--- src/rtl/ru_pkg.sv ---
// ---------------------------------------------------------------------------
// ru_pkg
// Shared definitions for the weight-loading path of the PE array.
//   WGT_W           : weight width in bits (signed two's complement)
//   wgt_t           : signed weight type
//   wgt_ld_state_e  : weight loader FSM states
//   NUM_PE_DEF      : default number of PE weight registers (kernel taps)
//   ADDR_W_DEF      : default weight SRAM address width
// ---------------------------------------------------------------------------
package ru_pkg;

    localparam int WGT_W      = 8;
    localparam int NUM_PE_DEF = 9;
    localparam int ADDR_W_DEF = 10;

    typedef logic signed [WGT_W-1:0] wgt_t;

    typedef enum logic [1:0] {
        IDLE  = 2'd0,
        ISSUE = 2'd1,
        DRAIN = 2'd2,
        DONE  = 2'd3
    } wgt_ld_state_e;

    // Width needed to index n items (at least one bit).
    function automatic int idx_width(input int n);
        int w;
        w = (n > 1) ? $clog2(n) : 1;
        return w;
    endfunction

endpackage

--- src/rtl/wgt_onehot_dec.sv ---
// ---------------------------------------------------------------------------
// wgt_onehot_dec
// Maps a delivery index to an N-bit one-hot load strobe.
// Output is all-zero when en is low or the index is out of range.
// Ports:
//   idx    : delivery index (0..N-1)
//   en     : strobe enable
//   onehot : N-bit one-hot strobe, bit idx set when en is high
// ---------------------------------------------------------------------------
module wgt_onehot_dec #(
    parameter int N     = 9,
    parameter int IDX_W = 4
) (
    input  logic [IDX_W-1:0] idx,
    input  logic             en,
    output logic [N-1:0]     onehot
);

    // Compare the index against every position; at most one can match.
    always_comb begin
        onehot = '0;
        for (int i = 0; i < N; i++) begin
            if (en && (idx == IDX_W'(i))) begin
                onehot[i] = 1'b1;
            end else begin
                onehot[i] = 1'b0;
            end
        end
    end

endmodule

--- src/rtl/wgt_loader.sv ---
// ---------------------------------------------------------------------------
// wgt_loader
// Fetches NUM_PE consecutive weights from the weight SRAM starting at
// base_addr and delivers weight i to PE i through a shared signed weight
// bus plus a one-hot load strobe.
//
// Optional feature macro: WGT_LOADER_BCAST_EN
//   When defined, input bcast is added (sampled with start). bcast=1 issues
//   a single read at base_addr and strobes every PE with that one weight.
//
// Ports:
//   clk, rstn  : clock, asynchronous active-low reset
//   start      : load request, accepted only in IDLE
//   base_addr  : SRAM address of weight 0, sampled with an accepted start
//   bcast      : (WGT_LOADER_BCAST_EN only) broadcast one weight to all PEs
//   busy       : load in progress (drops in the done cycle)
//   done       : one-cycle pulse after the last strobe
//   mem_ren    : SRAM read enable
//   mem_addr   : SRAM read address (wraps modulo 2^ADDR_W)
//   mem_rdata  : SRAM read data, valid one cycle after mem_ren
//   wgt_out    : signed weight bus to all PE weight registers
//   wgt_load   : one-hot (or all-ones in broadcast) load strobe
//
// Timeline for start sampled at edge E0 (cycle c follows edge E(c-1)):
//   mem_ren cycles 1..NUM_PE, wgt_load[i] cycle i+3, done cycle NUM_PE+3.
// ---------------------------------------------------------------------------
module wgt_loader
    import ru_pkg::*;
#(
    parameter int NUM_PE = NUM_PE_DEF,
    parameter int ADDR_W = ADDR_W_DEF
) (
    input  logic                    clk,
    input  logic                    rstn,
    input  logic                    start,
    input  logic [ADDR_W-1:0]       base_addr,
`ifdef WGT_LOADER_BCAST_EN
    input  logic                    bcast,
`endif
    output logic                    busy,
    output logic                    done,
    output logic                    mem_ren,
    output logic [ADDR_W-1:0]       mem_addr,
    input  logic [WGT_W-1:0]        mem_rdata,
    output logic signed [WGT_W-1:0] wgt_out,
    output logic [NUM_PE-1:0]       wgt_load
);

    localparam int CNT_W = $clog2(NUM_PE + 1);
    localparam int IDX_W = idx_width(NUM_PE);
    localparam logic [CNT_W-1:0] NUM_PE_C = CNT_W'(NUM_PE);

    wgt_ld_state_e       state_q,    state_d;
    logic [CNT_W-1:0]    iss_cnt_q,  iss_cnt_d;
    logic [IDX_W-1:0]    dlv_cnt_q,  dlv_cnt_d;
    logic                vld_q,      vld_d;
    logic                mem_ren_q,  mem_ren_d;
    logic [ADDR_W-1:0]   mem_addr_q, mem_addr_d;
    logic                busy_q,     busy_d;
    logic                done_q,     done_d;
    wgt_t                wgt_out_q,  wgt_out_d;
    logic [NUM_PE-1:0]   wgt_load_q, wgt_load_d;
    logic [CNT_W-1:0]    iss_lim_s;
    logic                dec_en_s;
    logic [NUM_PE-1:0]   dec_onehot_s;
`ifdef WGT_LOADER_BCAST_EN
    logic                bcast_q,    bcast_d;
`endif

    // Number of reads to issue and decoder enable; broadcast needs one read
    // and bypasses the per-PE decoder.
`ifdef WGT_LOADER_BCAST_EN
    always_comb begin
        if (bcast_q) begin
            iss_lim_s = CNT_W'(1);
            dec_en_s  = 1'b0;
        end else begin
            iss_lim_s = NUM_PE_C;
            dec_en_s  = vld_q;
        end
    end
`else
    always_comb begin
        iss_lim_s = NUM_PE_C;
        dec_en_s  = vld_q;
    end
`endif

    wgt_onehot_dec #(
        .N     (NUM_PE),
        .IDX_W (IDX_W)
    ) u_dec (
        .idx    (dlv_cnt_q),
        .en     (dec_en_s),
        .onehot (dec_onehot_s)
    );

    // Next-state, read-issue and delivery logic.
    always_comb begin
        state_d    = state_q;
        iss_cnt_d  = iss_cnt_q;
        dlv_cnt_d  = dlv_cnt_q;
        mem_ren_d  = mem_ren_q;
        mem_addr_d = mem_addr_q;
        busy_d     = busy_q;
        done_d     = 1'b0;
        wgt_out_d  = wgt_out_q;
`ifdef WGT_LOADER_BCAST_EN
        bcast_d    = bcast_q;
`endif
        // The read-data valid bit simply trails the read enable by a cycle.
        vld_d      = mem_ren_q;

        // Delivery: capture returning data and strobe the target PE(s).
        // Data is re-registered so wgt_out and the strobe change together.
        if (vld_q) begin
            wgt_out_d = wgt_t'(mem_rdata);
            dlv_cnt_d = dlv_cnt_q + IDX_W'(1);
        end else begin
            wgt_out_d = wgt_out_q;
        end
`ifdef WGT_LOADER_BCAST_EN
        if (bcast_q) begin
            wgt_load_d = {NUM_PE{vld_q}};
        end else begin
            wgt_load_d = dec_onehot_s;
        end
`else
        wgt_load_d = dec_onehot_s;
`endif

        case (state_q)
            IDLE: begin
                if (start) begin
                    state_d    = ISSUE;
                    mem_ren_d  = 1'b1;
                    mem_addr_d = base_addr;
                    iss_cnt_d  = CNT_W'(1);
                    dlv_cnt_d  = '0;
                    busy_d     = 1'b1;
`ifdef WGT_LOADER_BCAST_EN
                    bcast_d    = bcast;
`endif
                end else begin
                    mem_ren_d  = 1'b0;
                end
            end
            ISSUE: begin
                // iss_cnt_q counts reads already on the bus.
                if (iss_cnt_q == iss_lim_s) begin
                    mem_ren_d = 1'b0;
                    state_d   = DRAIN;
                end else begin
                    mem_ren_d  = 1'b1;
                    mem_addr_d = mem_addr_q + ADDR_W'(1);
                    iss_cnt_d  = iss_cnt_q + CNT_W'(1);
                end
            end
            DRAIN: begin
                // The last PE's strobe is set in both normal and broadcast
                // mode, so it marks the end of delivery.
                if (wgt_load_q[NUM_PE-1]) begin
                    state_d = DONE;
                    done_d  = 1'b1;
                    busy_d  = 1'b0;
                end else begin
                    state_d = DRAIN;
                end
            end
            DONE: begin
                state_d = IDLE;
            end
            default: begin
                state_d   = IDLE;
                mem_ren_d = 1'b0;
                busy_d    = 1'b0;
            end
        endcase
    end

    // State and output registers, cleared asynchronously by rstn.
    always_ff @(posedge clk or negedge rstn) begin
        if (!rstn) begin
            state_q    <= IDLE;
            iss_cnt_q  <= '0;
            dlv_cnt_q  <= '0;
            vld_q      <= 1'b0;
            mem_ren_q  <= 1'b0;
            mem_addr_q <= '0;
            busy_q     <= 1'b0;
            done_q     <= 1'b0;
            wgt_out_q  <= '0;
            wgt_load_q <= '0;
`ifdef WGT_LOADER_BCAST_EN
            bcast_q    <= 1'b0;
`endif
        end else begin
            state_q    <= state_d;
            iss_cnt_q  <= iss_cnt_d;
            dlv_cnt_q  <= dlv_cnt_d;
            vld_q      <= vld_d;
            mem_ren_q  <= mem_ren_d;
            mem_addr_q <= mem_addr_d;
            busy_q     <= busy_d;
            done_q     <= done_d;
            wgt_out_q  <= wgt_out_d;
            wgt_load_q <= wgt_load_d;
`ifdef WGT_LOADER_BCAST_EN
            bcast_q    <= bcast_d;
`endif
        end
    end

    assign busy     = busy_q;
    assign done     = done_q;
    assign mem_ren  = mem_ren_q;
    assign mem_addr = mem_addr_q;
    assign wgt_out  = wgt_out_q;
    assign wgt_load = wgt_load_q;

endmodule

--- config.mk ---
export PLATFORM = sky130hd
export DESIGN_NAME = wgt_loader
export DESIGN_NICKNAME = d
export VERILOG_FILES = /design/src/rtl/ru_pkg.sv /design/src/rtl/wgt_onehot_dec.sv /design/src/rtl/wgt_loader.sv
export SDC_FILE = /design/constraint.sdc
export NUM_CORES = 1
export LEC_CHECK = 0
export CORE_MARGIN = 1
export CORE_UTILIZATION = 30
export DETAILED_ROUTE_END_ITERATION = 10
export DONT_BUFFER_PORTS = 1
export PLACE_DENSITY = 0.48
export SYNTH_ARGS = -nofsm -noshare
export SYNTH_HDL_FRONTEND = slang
export SYNTH_SLANG_ARGS = --single-unit
--- constraint.sdc ---
create_clock -name clk -period 4.7 [get_ports clk]
set_input_delay 0.705 -clock clk [delete_from_list [all_inputs] [get_ports clk]]
set_output_delay 0.705 -clock clk [all_outputs]
set_load 0.02 [all_outputs]
==> metrics.cfg <==
[clocking]
clk_path_buf_depth=2
cts_tree=yes
holdBufCountCts=0
cts-resized-gates=0
cts.sink_count=41
clk_pin_slew_worst_paths_ns=0.08
cts.root.buffer_cell=clkbuf_8
cts_setup_buffers=0
numCtsBuffers=5
insertion_delay_ns=0.29
ctsHtreeMaxLevel=2

[status]
status=completed

[sta]
rsz0062_at_grt=false
final.min_clock_period_ns=2.11
worst_clock_skew_ns=0.00311
worst_pin_slew_ns=0.613
slew_violations=0
hold_viol_final=0
slew_headroom=0.591
fmax_mhz=474
finalSetupTns_ns=0
period_share=0.449
finalSetupViolCount=0

[route]
drc_errors=0
firstDrtPassIters=4
drt-initial-drc-count=61
ant_nets=0
routed_wl_um=3910
vias=1321
drt-wirelength-per-cell_um=14.9
viasPerCell=5.02

[pwr]
clkPwrFrac=0.393
leakagePower_nw=0.898
combPwrFrac=0.007
switching_share=0.231
switchingPower_uw=139
internal_power_uw=465
worst_ir_drop_vdd_mv=0.130
p_per_area_nw_per_um2=283
seqPwrFrac=0.600

[layout]
drive_above_1_share=0.118
finalInstanceArea_um2=2140
syn_to_final_growth_pct=7.43
n_antenna_cell=0
fin_cells=263
fin_util=0.334
finalNetCount=216

[placement]
dp_hpwl_um=2680
finalWeightedCongestion=0.722
io_buffers=0
dp_cells=255
placement.cell_area_um2=2040

[synthesis]
ys_async_sr_fraction=1.00
yosysSeqAreaShare=0.516
synthesis.nets=216
synth_area_leaders=dfrtp_1 (52%), ha_1 (6.3%), mux2_2 (5.7%), nor2_1 (4.5%), nand2_1 (2.8%)
ys_warn_count=0
synth_top_area_frac=0.516
synth_seq_cells=41
synth_area_um2=1990
syn_inst=185
syn_area_per_cell_um2=10.7
yosys_most_used_dff=dfrtp_1
synth_top_cell_by_area=dfrtp_1
synth_edf_count=0
ys_types=43

[floorplanning]
die_area_um2=6960
std_cell_rows=29
io-pin-count=51
die_x_um=83.4
initial_core_util=0.311
coreArea_um2=6390
die_h_um=83.4

[critical_path]
path_class=register to register
cp-end-kind=register
crit_fanout=18
crit_start=state_q[1]$_DFFE_PN0P_
reg2reg_to=mem_addr[5]$_DFFE_PN0P_
critical-path-max-stage-delay_ns=0.55
cp-start-kind=register
crit_slowest_cell=ha_1
worstPathRequired_ns=4.92
cp.arrival_ns=2.32
endpoint=mem_addr[5]$_DFFE_PN0P_
rr_startpoint=state_q[1]$_DFFE_PN0P_
reg2reg_slack_ns=2.59
cp_cell_sequence=inv_1, ha_1, and4b_1, nor2_8, and4_1, nor3_1
r2r_cells=6

[grt]
grt_pass1_wl_um=6670
overflow=0
track_usage=0.120
grt_pass1_vias=1267
grt_max_degree=42
antenna_found_initial=0

[worst_hold_path]
min_path_type=input port to async pin

[flow_run]
drv_cap=0

## worst max-delay path: cells and delay by family (launching register included)
family / cells / cell delay [ns]
fa+ha+maj: 1 / 0.55
buf+inv: 1 / 0.08
flops: 1 / 0.39
simple gates: 4 / 1.00
## worst min path at each step
| stage | to | slack, ns | cells past startpoint |
|---|---|---|---|
| 3_3_place_gp | mem_addr[9]$_DFFE_PN0P_ | 0.41 | 0 |
| 5_1_grt | mem_addr[7]$_DFFE_PN0P_ | 0.07 | 0 |
| 6_report | mem_addr[7]$_DFFE_PN0P_ | 0.1 | 0 |
| 4_1_cts | mem_addr[4]$_DFFE_PN0P_ | 0.08 | 0 |
| 3_5_place_dp | mem_addr[9]$_DFFE_PN0P_ | 0.41 | 0 |
| 2_1_floorplan | busy$_DFFE_PN0P_ | 0.41 | 0 |
## sequential cells by signal (all words and copies together) (netlist names)
register   flops
mem_ren        1
mem_addr      10
wgt_out        8
dlv_cnt_q      4
wgt_load       9
done           1
busy           1
dec_en_s       1
state_q        2
iss_cnt_q      4
## area by class of cell
cell class / instances / area, um2
Inverter: 7 / 26.3
Clock inverter: 3 / 22.5
Sequential cell: 41 / 1030
Fill cell: 636 / 4250
Multi-Input combinational cell: 130 / 896
Clock buffer: 5 / 68.8
Tap cell: 77 / 96.3
## cells in the final DEF, fill, tap and decap left out, types with 3 or more instances in the layout
master,instances
dfrtp_1,41
nor2_1,24
nand2_1,15
mux2_2,10
ha_1,10
nor3_1,8
inv_1,7
a21oi_1,7
nand2b_1,5
o22ai_1,5
clkbuf_8,5
o21ai_0,4
and2_1,3
mux2i_1,3
xnor2_1,3
and4_1,3
nand3_1,3
## metal layers
metal  routed length (um)  vias to the layer above  GRT usage
li1                     -                      647          -
met5                    0                        -          0
met2                 1700                       39      0.166
met4                   64                        0     0.0470
met1                 1900                      630      0.172
met3                  237                        5     0.0368
## logic make-up after synthesis
| group | synth area share |
|---|---|
| xor+xnor | 0.0220 |
| mux | 0.0831 |
| flops | 0.516 |
| buf+inv | 0.0334 |
| fa+ha+maj | 0.0629 |
| compound gates | 0.0824 |
| simple gates | 0.200 |
## Yosys cell counts, types with 2 or more instances
cell type and count:
or2b_1 2, dfrtp_1 41, and2_1 3, mux2i_1 3, nand2_1 15, xnor2_1 3, and3_1 2, nor4_1 2
clkbuf_1 3, and4_1 3, a21oi_1 7, nand4_1 2, ha_1 10, nor3_1 8, inv_1 7, xor2_1 2
mux2_2 10, nand3_1 3, o22ai_1 5, nor2_1 24, nand2b_1 5, o21ai_0 4
## power groups by stage
stage / sequential (mW) / clock, mW / combinational (mW)
3_5_place_dp: 0.370 / 0 / 0.00438
6_report: 0.362 / 0.237 / 0.00429
2_1_floorplan: 0.369 / 0 / 0.00398
5_1_grt: 0.363 / 0.268 / 0.00469
3_3_place_gp: 0.370 / 0 / 0.00424
4_1_cts: 0.363 / 0.250 / 0.00439
## per-stage QoR
| step | hold slack, ns | worst slack, ns | power (mW) |
|---|---|---|---|
| 3_3_place_gp | 0.411 | 2.65 | 0.374 |
| 4_1_cts | 0.0820 | 2.58 | 0.618 |
| 6_report | 0.0957 | 2.59 | 0.604 |
| 5_1_grt | 0.0674 | 2.36 | 0.635 |
| 2_1_floorplan | 0.409 | 3.02 | 0.373 |
| 3_5_place_dp | 0.411 | 2.60 | 0.374 |
Note: power is estimated with default switching activity, not from simulation.
==> edit, RTL diff (same settings) <==
`NUM_PE_DEF`: 9 -> 8.
--- a/src/rtl/ru_pkg.sv
+++ b/src/rtl/ru_pkg.sv
@@ -10,7 +10,7 @@
 package ru_pkg;
 
     localparam int WGT_W      = 8;
-    localparam int NUM_PE_DEF = 9;
+    localparam int NUM_PE_DEF = 8;
     localparam int ADDR_W_DEF = 10;
 
     typedef logic signed [WGT_W-1:0] wgt_t;
Ports: changed (resized wgt_load); port bits go from 51 to 50. No check against the original RTL was run, so the function may have changed too.
==> edit against the original RTL <==
Clock power is 2% lower. Cell area is 2.6% lower. Sequential cell count is 2 lower. Setup slack worse by 0.094 ns. Wire length is 0.38% lower. Sequential power is 5% lower. Synthesized cell count is 3.8% lower. Via count is 2.8% lower. Global-route usage is 0.67 points higher. Worst hold slack better by 0.0052 ns. Area after synthesis is 1.8% lower. Power is 3.7% lower. Critical path depth stayed put.
==> edit: results <==
export IMPL_r2r_start="state_q[1]$_DFFE_PN0P_"
export IMPL_globalRouteMet2Util_pct=19.3
export IMPL_async_flop_share_pct=100
export IMPL_synthAdderAreaFrac_pct=7.69
export IMPL_power_static_leakage_nw=0.912
export IMPL_finalNetCount=210
export IMPL_drt_iter0_drc=60
export IMPL_via_count_of_the_first_global_routing_pass=1325
export IMPL_detailedPlace_worstSlack_ns=2.51
export IMPL_firstDrtPassIters=6
export IMPL_netlist_top_cells_area="sky130_fd_sc_hd__dfrtp_1 (50%), sky130_fd_sc_hd__ha_1 (7.7%), sky130_fd_sc_hd__mux2_2 (5.8%)"
export IMPL_clock_path_buffers=2
export IMPL_yosysSeqAreaShare_pct=50.0
export IMPL_routed_length_on_met1_um=1740
export IMPL_grt_use_total_pct=12.7
export IMPL_max_slew_worst_pin_slew_ns=0.656
export IMPL_cts_resized_gates=0
export IMPL_grt_first_pass_wirelength_um=6390
export IMPL_fillerInstances=642
export IMPL_postRouteAntennaNets=0
export IMPL_yosys_warnings=0
export IMPL_final_core_density_pct=32.9
export IMPL_grt_util_met1_pct=15.8
export IMPL_highest_layer="met4"
export IMPL_cts_root_buf="sky130_fd_sc_hd__clkbuf_8"
export IMPL_drive_above_1_share_pct=15.3
export IMPL_met3_use_gr_pct=5.05
export IMPL_largest_net_degree_at_the_start_of_global_routing=40
export IMPL_timing_final_crit_share_pct=46.9
export IMPL_dr_wl_met3_um=303
export IMPL_clkSlewWorstSetupHoldPaths_ns=0.08
export IMPL_fin_skew_ns=0.00745
export IMPL_antenna_diode_count=0
export IMPL_wl_um=3900
export IMPL_cts_htree_levels=2
export IMPL_post_synth_inst_count=178
export IMPL_worst_hold_path_type="primary input to async pin"
export IMPL_buffer_ports_inserted=0
export IMPL_critical_path_reg2reg_endpoint="mem_addr[5]$_DFFE_PN0P_"
export IMPL_met2_length_um=1790
export IMPL_synth_commonest_cells="sky130_fd_sc_hd__dfrtp_1 (39), sky130_fd_sc_hd__nor2_1 (17), sky130_fd_sc_hd__ha_1 (12), sky130_fd_sc_hd__nand2_1 (11)"
export IMPL_worstSetupStartpointType="register"
export IMPL_clkLatencyLatePin_ns=0.29
export IMPL_stdcell_count=254
export IMPL_synth_cell_types=41
export IMPL_synth_mux_area_share_pct=7.94
export IMPL_compound_cell_area_share_of_the_yosys_netlist_pct=8.33
export IMPL_worst_ep_arrival_time_ns=2.41
export IMPL_max_vdd_ir_drop_mv=0.158
export IMPL_globalplace_congestion=0.756
export IMPL_post_dp_hpwl_um=2740
export IMPL_placedInstanceArea_mm2=0.00199
export IMPL_routed_via_density=5.06
export IMPL_synth_xor_area_share_pct=1.35
export IMPL_outcome="finished clean"
==> edit: worst max path at each step <==
stage	to	depth (start not counted)
2_1_floorplan	mem_addr[3]$_DFFE_PN0P_	6
3_3_place_gp	mem_addr[7]$_DFFE_PN0P_	6
3_5_place_dp	mem_addr[5]$_DFFE_PN0P_	6
4_1_cts	mem_addr[5]$_DFFE_PN0P_	6
5_1_grt	mem_addr[7]$_DFFE_PN0P_	6
6_report	mem_addr[5]$_DFFE_PN0P_	6
==> edit: area by class of cell <==
class | instances | area share (%)
tap | 77 | 4.63
clock buffer | 6 | 3.97
inverter | 9 | 1.62
sequential | 39 | 46.9
multi-input combinational | 122 | 42.6
clock inverter | 1 | 0.241
==> edit: report_power, final <==
group	internal (mW)	switching [mW]	total (mW)
combinational	0.00297	0.00100	0.00397
clock	0.115	0.117	0.232
sequential	0.339	0.00650	0.345
==> edit: worst max-delay path, cell delays in order (launching register included) <==
cell                      delay (ns)
sky130_fd_sc_hd__dfrtp_1        0.40
sky130_fd_sc_hd__inv_1          0.09
sky130_fd_sc_hd__ha_1           0.58
sky130_fd_sc_hd__and4b_1        0.53
sky130_fd_sc_hd__nor2_8         0.13
sky130_fd_sc_hd__and4_2         0.24
sky130_fd_sc_hd__nor3_1         0.14
==> edit: per-stage QoR <==
stage	power, mW	hold slack [ns]
6_report	0.581	0.101
5_1_grt	0.606	0.0790
4_1_cts	0.589	0.0899
3_5_place_dp	0.356	0.410
3_3_place_gp	0.356	0.410
2_1_floorplan	0.355	0.409
==> edit: cell families after synthesis <==
logic type | Yosys count
flops | 39
fa+ha+maj | 12
mux | 13
buf+inv | 17
xor+xnor | 3
simple gates | 69
compound gates | 25
